## config.mk

```make
export PLATFORM = sky130hd
export DESIGN_NAME = tfc_ctrl_param
export DESIGN_NICKNAME = d
export VERILOG_FILES = /design/src/rtl/tfc_pkg.sv /design/src/rtl/tfc_debounce.sv /design/src/rtl/tfc_ctrl_param.sv
export SDC_FILE = /design/constraint.sdc
export NUM_CORES = 1
export LEC_CHECK = 0
export CAP_MARGIN = 5
export CELL_PAD_IN_SITES_DETAIL_PLACEMENT = 0
export CELL_PAD_IN_SITES_GLOBAL_PLACEMENT = 1
export CORE_MARGIN = 5
export CORE_UTILIZATION = 35
export DETAILED_ROUTE_END_ITERATION = 10
export PLACE_DENSITY_LB_ADDON = 0.12
export RECOVER_POWER = 25
export SLEW_MARGIN = 20
export SYNTH_ARGS = -nofsm -noshare
export SYNTH_HDL_FRONTEND = slang
export SYNTH_SLANG_ARGS = --single-unit
export TNS_END_PERCENT = 50
```

## constraint.sdc

```tcl
create_clock -name clk -period 2.7 [get_ports clk]
set_input_delay 0.54 -clock clk [delete_from_list [all_inputs] [get_ports clk]]
set_output_delay 0.54 -clock clk [all_outputs]
set_load 0.005 [all_outputs]
```

## src/rtl/tfc_pkg.sv

```systemverilog
// tfc_pkg: shared types for the traffic light controller.
//   phase_t     - phase codes, also presented on phase_o
//   target_t    - where the next ALL_RED clearance leads
//   LAMP_*      - two-bit lamp encodings for main_l / side_l
//   lamps_t     - bundle of all lamp outputs
//   phase_lamps - lamp pattern shown during a given phase
package tfc_pkg;

    typedef enum logic [2:0] {
        PH_MAIN_GREEN  = 3'd0,
        PH_MAIN_YELLOW = 3'd1,
        PH_ALL_RED     = 3'd2,
        PH_SIDE_GREEN  = 3'd3,
        PH_SIDE_YELLOW = 3'd4,
        PH_PED_WALK    = 3'd5
    } phase_t;

    typedef enum logic [1:0] {
        TGT_MAIN = 2'd0,
        TGT_SIDE = 2'd1,
        TGT_PED  = 2'd2
    } target_t;

    localparam logic [1:0] LAMP_GREEN  = 2'b10;
    localparam logic [1:0] LAMP_YELLOW = 2'b01;
    localparam logic [1:0] LAMP_RED    = 2'b00;

    typedef struct packed {
        logic [1:0] main_l;
        logic [1:0] side_l;
        logic       ped_l;
    } lamps_t;

    function automatic lamps_t phase_lamps(phase_t p);
        lamps_t l;
        l.main_l = LAMP_RED;
        l.side_l = LAMP_RED;
        l.ped_l  = 1'b0;
        case (p)
            PH_MAIN_GREEN:  l.main_l = LAMP_GREEN;
            PH_MAIN_YELLOW: l.main_l = LAMP_YELLOW;
            PH_SIDE_GREEN:  l.side_l = LAMP_GREEN;
            PH_SIDE_YELLOW: l.side_l = LAMP_YELLOW;
            PH_PED_WALK:    l.ped_l  = 1'b1;
            default:        ;
        endcase
        return l;
    endfunction

endpackage

```

## src/rtl/tfc_debounce.sv

```systemverilog
// tfc_debounce: side-road sensor debounce and request flag.
//   clk   - clock, rising edge
//   rst_n - synchronous active-low reset
//   sense - raw vehicle sensor level
//   clr   - clears pend (controller is entering SIDE_GREEN); wins over set
//   pend  - side request registered after SENSE_CNT consecutive high cycles
module tfc_debounce #(
    parameter int SENSE_CNT = 3
) (
    input  logic clk,
    input  logic rst_n,
    input  logic sense,
    input  logic clr,
    output logic pend
);
    import tfc_pkg::*;

    localparam int            CW     = $clog2(SENSE_CNT + 1);
    localparam logic [CW-1:0] SAT    = CW'(SENSE_CNT);
    localparam logic [CW-1:0] SAT_M1 = CW'(SENSE_CNT - 1);
    localparam logic [CW-1:0] ONE    = CW'(1);

    logic [CW-1:0] cnt;

    // pend is set on the edge where the count reaches SENSE_CNT, so a
    // sensor high from cycle k shows pend at cycle k+SENSE_CNT.
    always_ff @(posedge clk) begin
        if (!rst_n) begin
            cnt  <= '0;
            pend <= 1'b0;
        end else begin
            if (!sense)
                cnt <= '0;
            else if (cnt != SAT)
                cnt <= cnt + ONE;

            if (clr)
                pend <= 1'b0;
            else if (sense && (cnt >= SAT_M1))
                pend <= 1'b1;
        end
    end

endmodule

```

## src/rtl/tfc_ctrl_param.sv

```systemverilog
// tfc_ctrl_param: two-road traffic light controller with pedestrian phase.
//   clk        - clock, rising edge
//   rst_n      - synchronous active-low reset
//   ped_req    - pedestrian button, single-cycle pulse is enough
//   side_sense - side-road vehicle sensor level
//   main_l     - main lamp (10 green, 01 yellow, 00 red), registered
//   side_l     - side lamp, same encoding, registered
//   ped_l      - walk lamp, registered
//   phase_o    - current phase code, registered
// Build option: define TFC_PED_EN to enable the pedestrian latch and
// PED_WALK phase; without it ped_req is ignored and ped_l stays 0.
module tfc_ctrl_param #(
    parameter int CNT_W      = 8,
    parameter int MAIN_MIN   = 16,
    parameter int YELLOW     = 3,
    parameter int ALL_RED    = 2,
    parameter int SIDE_GREEN = 8,
    parameter int PED_WALK   = 6,
    parameter int SENSE_CNT  = 3
) (
    input  logic       clk,
    input  logic       rst_n,
    input  logic       ped_req,
    input  logic       side_sense,
    output logic [1:0] main_l,
    output logic [1:0] side_l,
    output logic       ped_l,
    output logic [2:0] phase_o
);
    import tfc_pkg::*;

    // Timer reload values are duration-1 so each phase lasts exactly D cycles.
    localparam logic [CNT_W-1:0] T_MAIN   = CNT_W'(MAIN_MIN - 1);
    localparam logic [CNT_W-1:0] T_YELLOW = CNT_W'(YELLOW - 1);
    localparam logic [CNT_W-1:0] T_ALLRED = CNT_W'(ALL_RED - 1);
    localparam logic [CNT_W-1:0] T_SIDE   = CNT_W'(SIDE_GREEN - 1);
    localparam logic [CNT_W-1:0] T_PED    = CNT_W'(PED_WALK - 1);
    localparam logic [CNT_W-1:0] T_ONE    = CNT_W'(1);

`ifdef TFC_PED_EN
    localparam logic PED_EN = 1'b1;
`else
    localparam logic PED_EN = 1'b0;
`endif

    phase_t           phase, phase_nxt;
    target_t          target, target_nxt;
    logic [CNT_W-1:0] timer, timer_nxt;
    logic             side_pend, ped_pend;
    logic             enter_side;
    lamps_t           lamps_nxt;

    function automatic logic [CNT_W-1:0] dur_m1(phase_t p);
        case (p)
            PH_MAIN_GREEN:  return T_MAIN;
            PH_MAIN_YELLOW: return T_YELLOW;
            PH_SIDE_YELLOW: return T_YELLOW;
            PH_ALL_RED:     return T_ALLRED;
            PH_SIDE_GREEN:  return T_SIDE;
            PH_PED_WALK:    return T_PED;
            default:        return T_MAIN;
        endcase
    endfunction

    // Next-phase decision. A phase only moves on when its timer is 0;
    // MAIN_GREEN simply parks at timer 0 until a request is pending.
    // No phase transitions to itself, so a phase change always reloads.
    always_comb begin
        phase_nxt  = phase;
        target_nxt = target;
        timer_nxt  = timer;
        if (timer != '0) begin
            timer_nxt = timer - T_ONE;
        end else begin
            case (phase)
                PH_MAIN_GREEN: begin
                    if (ped_pend) begin
                        target_nxt = TGT_PED;
                        phase_nxt  = PH_MAIN_YELLOW;
                    end else if (side_pend) begin
                        target_nxt = TGT_SIDE;
                        phase_nxt  = PH_MAIN_YELLOW;
                    end
                end
                PH_MAIN_YELLOW: phase_nxt = PH_ALL_RED;
                PH_ALL_RED: begin
                    case (target)
                        TGT_SIDE: phase_nxt = PH_SIDE_GREEN;
`ifdef TFC_PED_EN
                        TGT_PED:  phase_nxt = PH_PED_WALK;
`endif
                        default:  phase_nxt = PH_MAIN_GREEN;
                    endcase
                end
                PH_SIDE_GREEN: phase_nxt = PH_SIDE_YELLOW;
                PH_SIDE_YELLOW: begin
                    phase_nxt  = PH_ALL_RED;
                    target_nxt = TGT_MAIN;
                end
                PH_PED_WALK: begin
                    phase_nxt  = PH_ALL_RED;
                    target_nxt = TGT_MAIN;
                end
                default: phase_nxt = PH_MAIN_GREEN;
            endcase
            if (phase_nxt != phase)
                timer_nxt = dur_m1(phase_nxt);
        end
    end

    assign enter_side = (phase_nxt == PH_SIDE_GREEN) && (phase != PH_SIDE_GREEN);
    assign lamps_nxt  = phase_lamps(phase_nxt);

    tfc_debounce #(
        .SENSE_CNT (SENSE_CNT)
    ) u_debounce (
        .clk   (clk),
        .rst_n (rst_n),
        .sense (side_sense),
        .clr   (enter_side),
        .pend  (side_pend)
    );

`ifdef TFC_PED_EN
    logic enter_ped;
    assign enter_ped = (phase_nxt == PH_PED_WALK) && (phase != PH_PED_WALK);

    // Clear on PED_WALK entry has priority, so a press in that same cycle is dropped.
    always_ff @(posedge clk) begin
        if (!rst_n)
            ped_pend <= 1'b0;
        else if (enter_ped)
            ped_pend <= 1'b0;
        else if (ped_req && (phase != PH_PED_WALK))
            ped_pend <= 1'b1;
    end
`else
    logic unused_ped_req;
    assign unused_ped_req = ped_req;
    assign ped_pend       = 1'b0;
`endif

    // Lamps are registered from the next phase so they change on the
    // same edge as the phase register and never glitch.
    always_ff @(posedge clk) begin
        if (!rst_n) begin
            phase   <= PH_MAIN_GREEN;
            timer   <= T_MAIN;
            target  <= TGT_MAIN;
            main_l  <= LAMP_GREEN;
            side_l  <= LAMP_RED;
            ped_l   <= 1'b0;
            phase_o <= 3'd0;
        end else begin
            phase   <= phase_nxt;
            timer   <= timer_nxt;
            target  <= target_nxt;
            main_l  <= lamps_nxt.main_l;
            side_l  <= lamps_nxt.side_l;
            ped_l   <= lamps_nxt.ped_l & PED_EN;
            phase_o <= phase_nxt;
        end
    end

endmodule

```

== Word-level counts from Yosys, hierarchy flattened ==
Cells that the tools add are included.

* Flip-flop bits (word level): 20
* Output and inout port bits: 8
* Logic and storage cells: 55

* Add/subtract/negate cells: 2
* $lt $le $gt $ge: 1
* Equality and inequality tests: 18
* Mux-type cells: 12
* Bitwise operators: 2
* Reductions and logical operators: 13

{| class="wikitable"
|+ Operators by type and width
! cell !! count
|-
| 2-to-1 mux 8 bit || 2
|-
| one-hot mux 4 bit (4 select lines) || 1
|-
| == test 3 x 2 -> 1 bit, second input constant || 5
|-
| == test 3 bit, second input constant || 5
|-
| one-hot mux 2 bit (2 select lines) || 3
|-
| one-hot mux 3 bit (4 select lines) || 1
|-
| == test 3 x 1 -> 1 bit, second input constant || 3
|-
| 2-to-1 mux 3 bit || 3
|-
| nonzero test 8 bit || 1
|-
| subtractor 8 x 1 -> 8 bit, second input constant || 1
|-
| zero test 3 bit || 2
|-
| OR reduction 2 bit || 3
|-
| 2-to-1 mux 2 bit || 2
|-
| nonzero test 2 bit || 2
|-
| != test 3 x 2 -> 1 bit, second input constant || 1
|-
| != test 3 bit || 1
|-
| AND reduction 3 bit || 1
|-
| OR reduction 3 bit || 1
|-
| adder 2 x 1 -> 2 bit, second input constant || 1
|-
| == test 2 x 1 -> 1 bit, second input constant || 1
|-
| >= comparator 2 bit, second input constant || 1
|-
| logical AND 1 bit || 2
|-
| != test 2 x 1 -> 1 bit, second input constant || 1
|-
| != test 2 bit, second input constant || 1
|-
| 2 further kinds || 3
|}

== Logic depth before layout (Yosys ltp) ==
* Depth after elaboration: 9
* Depth in mapped cells: 7
* Depth with buffers taken out: 6

== Cells and area by module ==
A second synthesis with hierarchy kept.

* Cells, all modules: 114
* Area total of the unflattened synthesis: 991.0 sq um

{| class="wikitable"
|+ Modules (own cells, without submodules)
! module !! instances !! cells each !! area each (sq um) !! sequential area each (sq um)
|-
| tfc_ctrl_param || 1 || 103 || 875.8 || 320.3
|-
| tfc_debounce || 1 || 11 || 115.1 || 60.1
|}

== Least setup slack after synthesis ==
No wires, ideal clock.

* Kind: flip-flop to flip-flop
* From: register timer[0]
* To: register timer[1]
* Arrival time: 1.595 ns
* Required time: 2.640 ns
* Setup slack: 1.044 ns
* Cell stages (with the launch flop): 8
* Clock period less this slack: 1.656 ns
* Path through: dfxtp_1 -> inv_1 -> ha_1 -> nor3b_1 -> and2_1 -> buf_4 -> mux2_1 -> nand2_1

* Cells in the longest elaborated chain, start to end: 2
* Elaborated cells between the ends (all ways): 4
* Classes of those cells: add/sub (1); mux (1); reduce/logical (2)

{| class="wikitable"
|+ Ends and longest elaborated chain
! what !! RTL line !! source
|-
| from (decl) || tfc_ctrl_param.sv:48 || <nowiki>logic [CNT_W-1:0] timer, timer_nxt;</nowiki>
|-
| from (signal assigned) || tfc_ctrl_param.sv:156 || <nowiki>timer <= timer_nxt;</nowiki>
|-
| subtractor 8 x 1 -> 8 bit or nonzero test 8 bit (tied branches) || tfc_ctrl_param.sv:73, tfc_ctrl_param.sv:72 ||
|-
| 2-to-1 mux 8 bit or nonzero test 2 bit (tied branches) || -- ||
|}

Parallel ways exist; a longest one is shown, timed or not.
A chain may end at the register's enable or synchronous reset.

== Worst setup path in the final report ==
Ends and elaborated chain as after synthesis.

==> metrics.txt <==
Clock Tree Buf Depth=2; status=finished, final reports clean; antenna cells=0; min-delay src=timer[4]$_SDFFE_PN0P_; fraction of registers with async set/reset=0; Synth Area in XOR/XNOR=0.0181; post-synthesis mux area share=0.0439; Clock Latency Late Sink=0.30 ns; area share of and/or/nand/nor cells after synthesis=0.244; Final Setup Violations=0; worst path arrival time=2.32 ns; post-route ant nets=0; syn avg cell area=8.65 µm²; Top FF cell, synth=dfxtp_1; synthesis warning total=0; Mapped Cells=112; count leader, synth=dfxtp_1; final hold vios=0; I/O Pins=12; Req. time, crit path=2.94 ns; Die ar.=0.00392 mm²; VDD IR max=0.000247 V; fin crit share=0.773; Overflow after GRT=0; worst setup path startpoint=timer[0]$_SDFFE_PN1P_; Filler Cell Count=302; DP HPWL=1.47 mm; largest family of logic cells by synthesized area=simple AND/OR/NAND/NOR gates; DRC=0; Pleak=0.382 nW; cts repair resizes=0; Period minus WS final=2.09 ns; vias in the first global route=842; GP Congestion=0.726; dpl cell area=0.00107 mm²; layout cells sized above 1=0.0667; Synth area leaders=dfxtp_1 39%, ha_1 5.2%, a21boi_1 4.7%; post-synth top area share=0.393; Initial Util=0.357; Crit Path Category=flop to flop; Area growth syn-to-layout=12.1%; first-pass GRT wire length=3.69 mm; Compound-Gate Fraction of Synth Area=0.199; top cells by count, synth=19 x dfxtp_1, 11 x nor2_1, 10 x nand2_1; overall power=0.000470 W; Cell Pwr Density=432 mW/mm²; MaxCap Viol Count=0; row cnt=19; Core Util, Final=0.401; EDFF count, synth=0; clock root cell=clkbuf_4; gr usage total=0.117; # nets final=129; measured slew at the worst slew-check pin=0.663 ns; initial antenna violation count=0; startpoint class of the critical path=flop; post-synthesis register bit count=19; Core ar.=0.00271 mm²; Reg2Reg Launch Point=timer[0]$_SDFFE_PN1P_; sequential area share after synthesis=0.393; Die Span X=62.6 µm; via count=806; Cell variety after synth=36; Clock Sinks=19; Setup crit end kind=flop; Synth Cell Area=968 µm²; setup TNS=0 ns; cts bufs inserted=3; post-route design area=0.00109 mm²; Pre-antenna DRT Iters=4; max frequency=479 MHz; DRT iter0 DRCs=25; H-Tree Level Count=1; Post-CTS Setup Bufs=0; largest fanout on the critical path=11; CTS tree=done; RSZ-0062 raised after global routing=no; max-slew violation count=0; Hold WC Path Type=flop to flop; I/O Buffers=9; adder and majority gate portion of the synthesized area=0.0517; Yosys top cell by area=dfxtp_1; hold_buf cts=0; relative slew slack=0.554; via/cell ratio=5.34; die height=62.6 µm; clk_skew=0.00969 ns; pin count of the biggest net entering global routing=17; Net Count, Synth=120; routed length per instance=13.8 µm; WL final=2.09 mm; clock slew at reported path FFs=0.11 ns
[power by group]
part           switching [W]  internal, W
clock              0.0000877    0.0000576
combinational      0.0000168    0.0000158
sequential        0.00000541     0.000286
total               0.000110     0.000360
[path summary, 6_finish.rpt]
path	endpoint	slack [ns]	depth (start not counted)
worst min-delay path	timer[4]$_SDFFE_PN0P_	0.50	2
worst max-delay path	timer[1]$_SDFFE_PN1P_	0.61	6
worst max register to register	timer[1]$_SDFFE_PN1P_	0.61	6
worst min register to register	timer[4]$_SDFFE_PN0P_	0.50	2
[registers in the layout, summed over array words and instances (netlist names)]
signal and cells:
phase 3, u_debounce.pend 1, main_l 2, target 1
u_debounce.cnt 2, timer 8, side_l 2
[stage by stage]
stage          worst slack (ns)  hold WS (ns)  std cells
4_1_cts                   0.616         0.520        151
2_1_floorplan              1.04         0.468        112
5_1_grt                   0.378         0.523        151
6_report                  0.612         0.501        151
3_5_place_dp              0.640         0.506        147
3_3_place_gp              0.646         0.490        147
[cells in the final DEF, fill, tap and decap left out, types with 3 or more instances in the layout]
cell and count:
dfxtp_1 19, nor2_1 11, nand2_1 10, o21ai_0 8, clkdlybuf4s50_1 8, inv_1 5, a21oi_1 5, a21boi_1 5
o21a_1 4, ha_1 4, or3_1 3, nand3b_1 3, clkbuf_4 3
[cell type report]
| class | count | area, µm² | area share |
|---|---|---|---|
| clock buffer | 4 | 26.3 | 0.0242 |
| inverter | 5 | 18.8 | 0.0173 |
| multi-input combinational | 83 | 532 | 0.490 |
| timing repair buffer | 9 | 90.1 | 0.0829 |
| sequential | 19 | 380 | 0.350 |
| tap | 31 | 38.8 | 0.0357 |
[kinds of logic (layout without fill, tap and decap cells)]
| logic type | count (synthesis) | after routing |
|---|---|---|
| buffers and inverters | 10 | 18 |
| muxes | 4 | 4 |
| DFF | 19 | 19 |
| and+or+nand+nor | 42 | 42 |
| other | 1 | 1 |
| adders and majority gates | 4 | 4 |
| AOI/OAI and AO/OA | 30 | 30 |
| xor gates and xnor gates | 2 | 2 |
[metal layers]
layer | part of all wire | vias to the layer above | routed length [µm] | track usage
met2 | 0.48 | 7 | 1000 | 0.199
met4 | 0.022 | 0 | 46 | 0.0557
li1 | - | 409 | - | -
met3 | 0.020 | 5 | 41 | 0.0270
met1 | 0.48 | 385 | 999 | 0.137
met5 | 0 | - | 0 | 0
[critical path, stage by stage (launching register included)]
cell and delay (ns):
dfxtp_1 0.32, inv_1 0.11, ha_1 0.22, nor3b_1 0.50, and2_1 0.46, mux2_1 0.36, nand2_1 0.06
No activity file was read; power rests on OpenSTA's default activity.
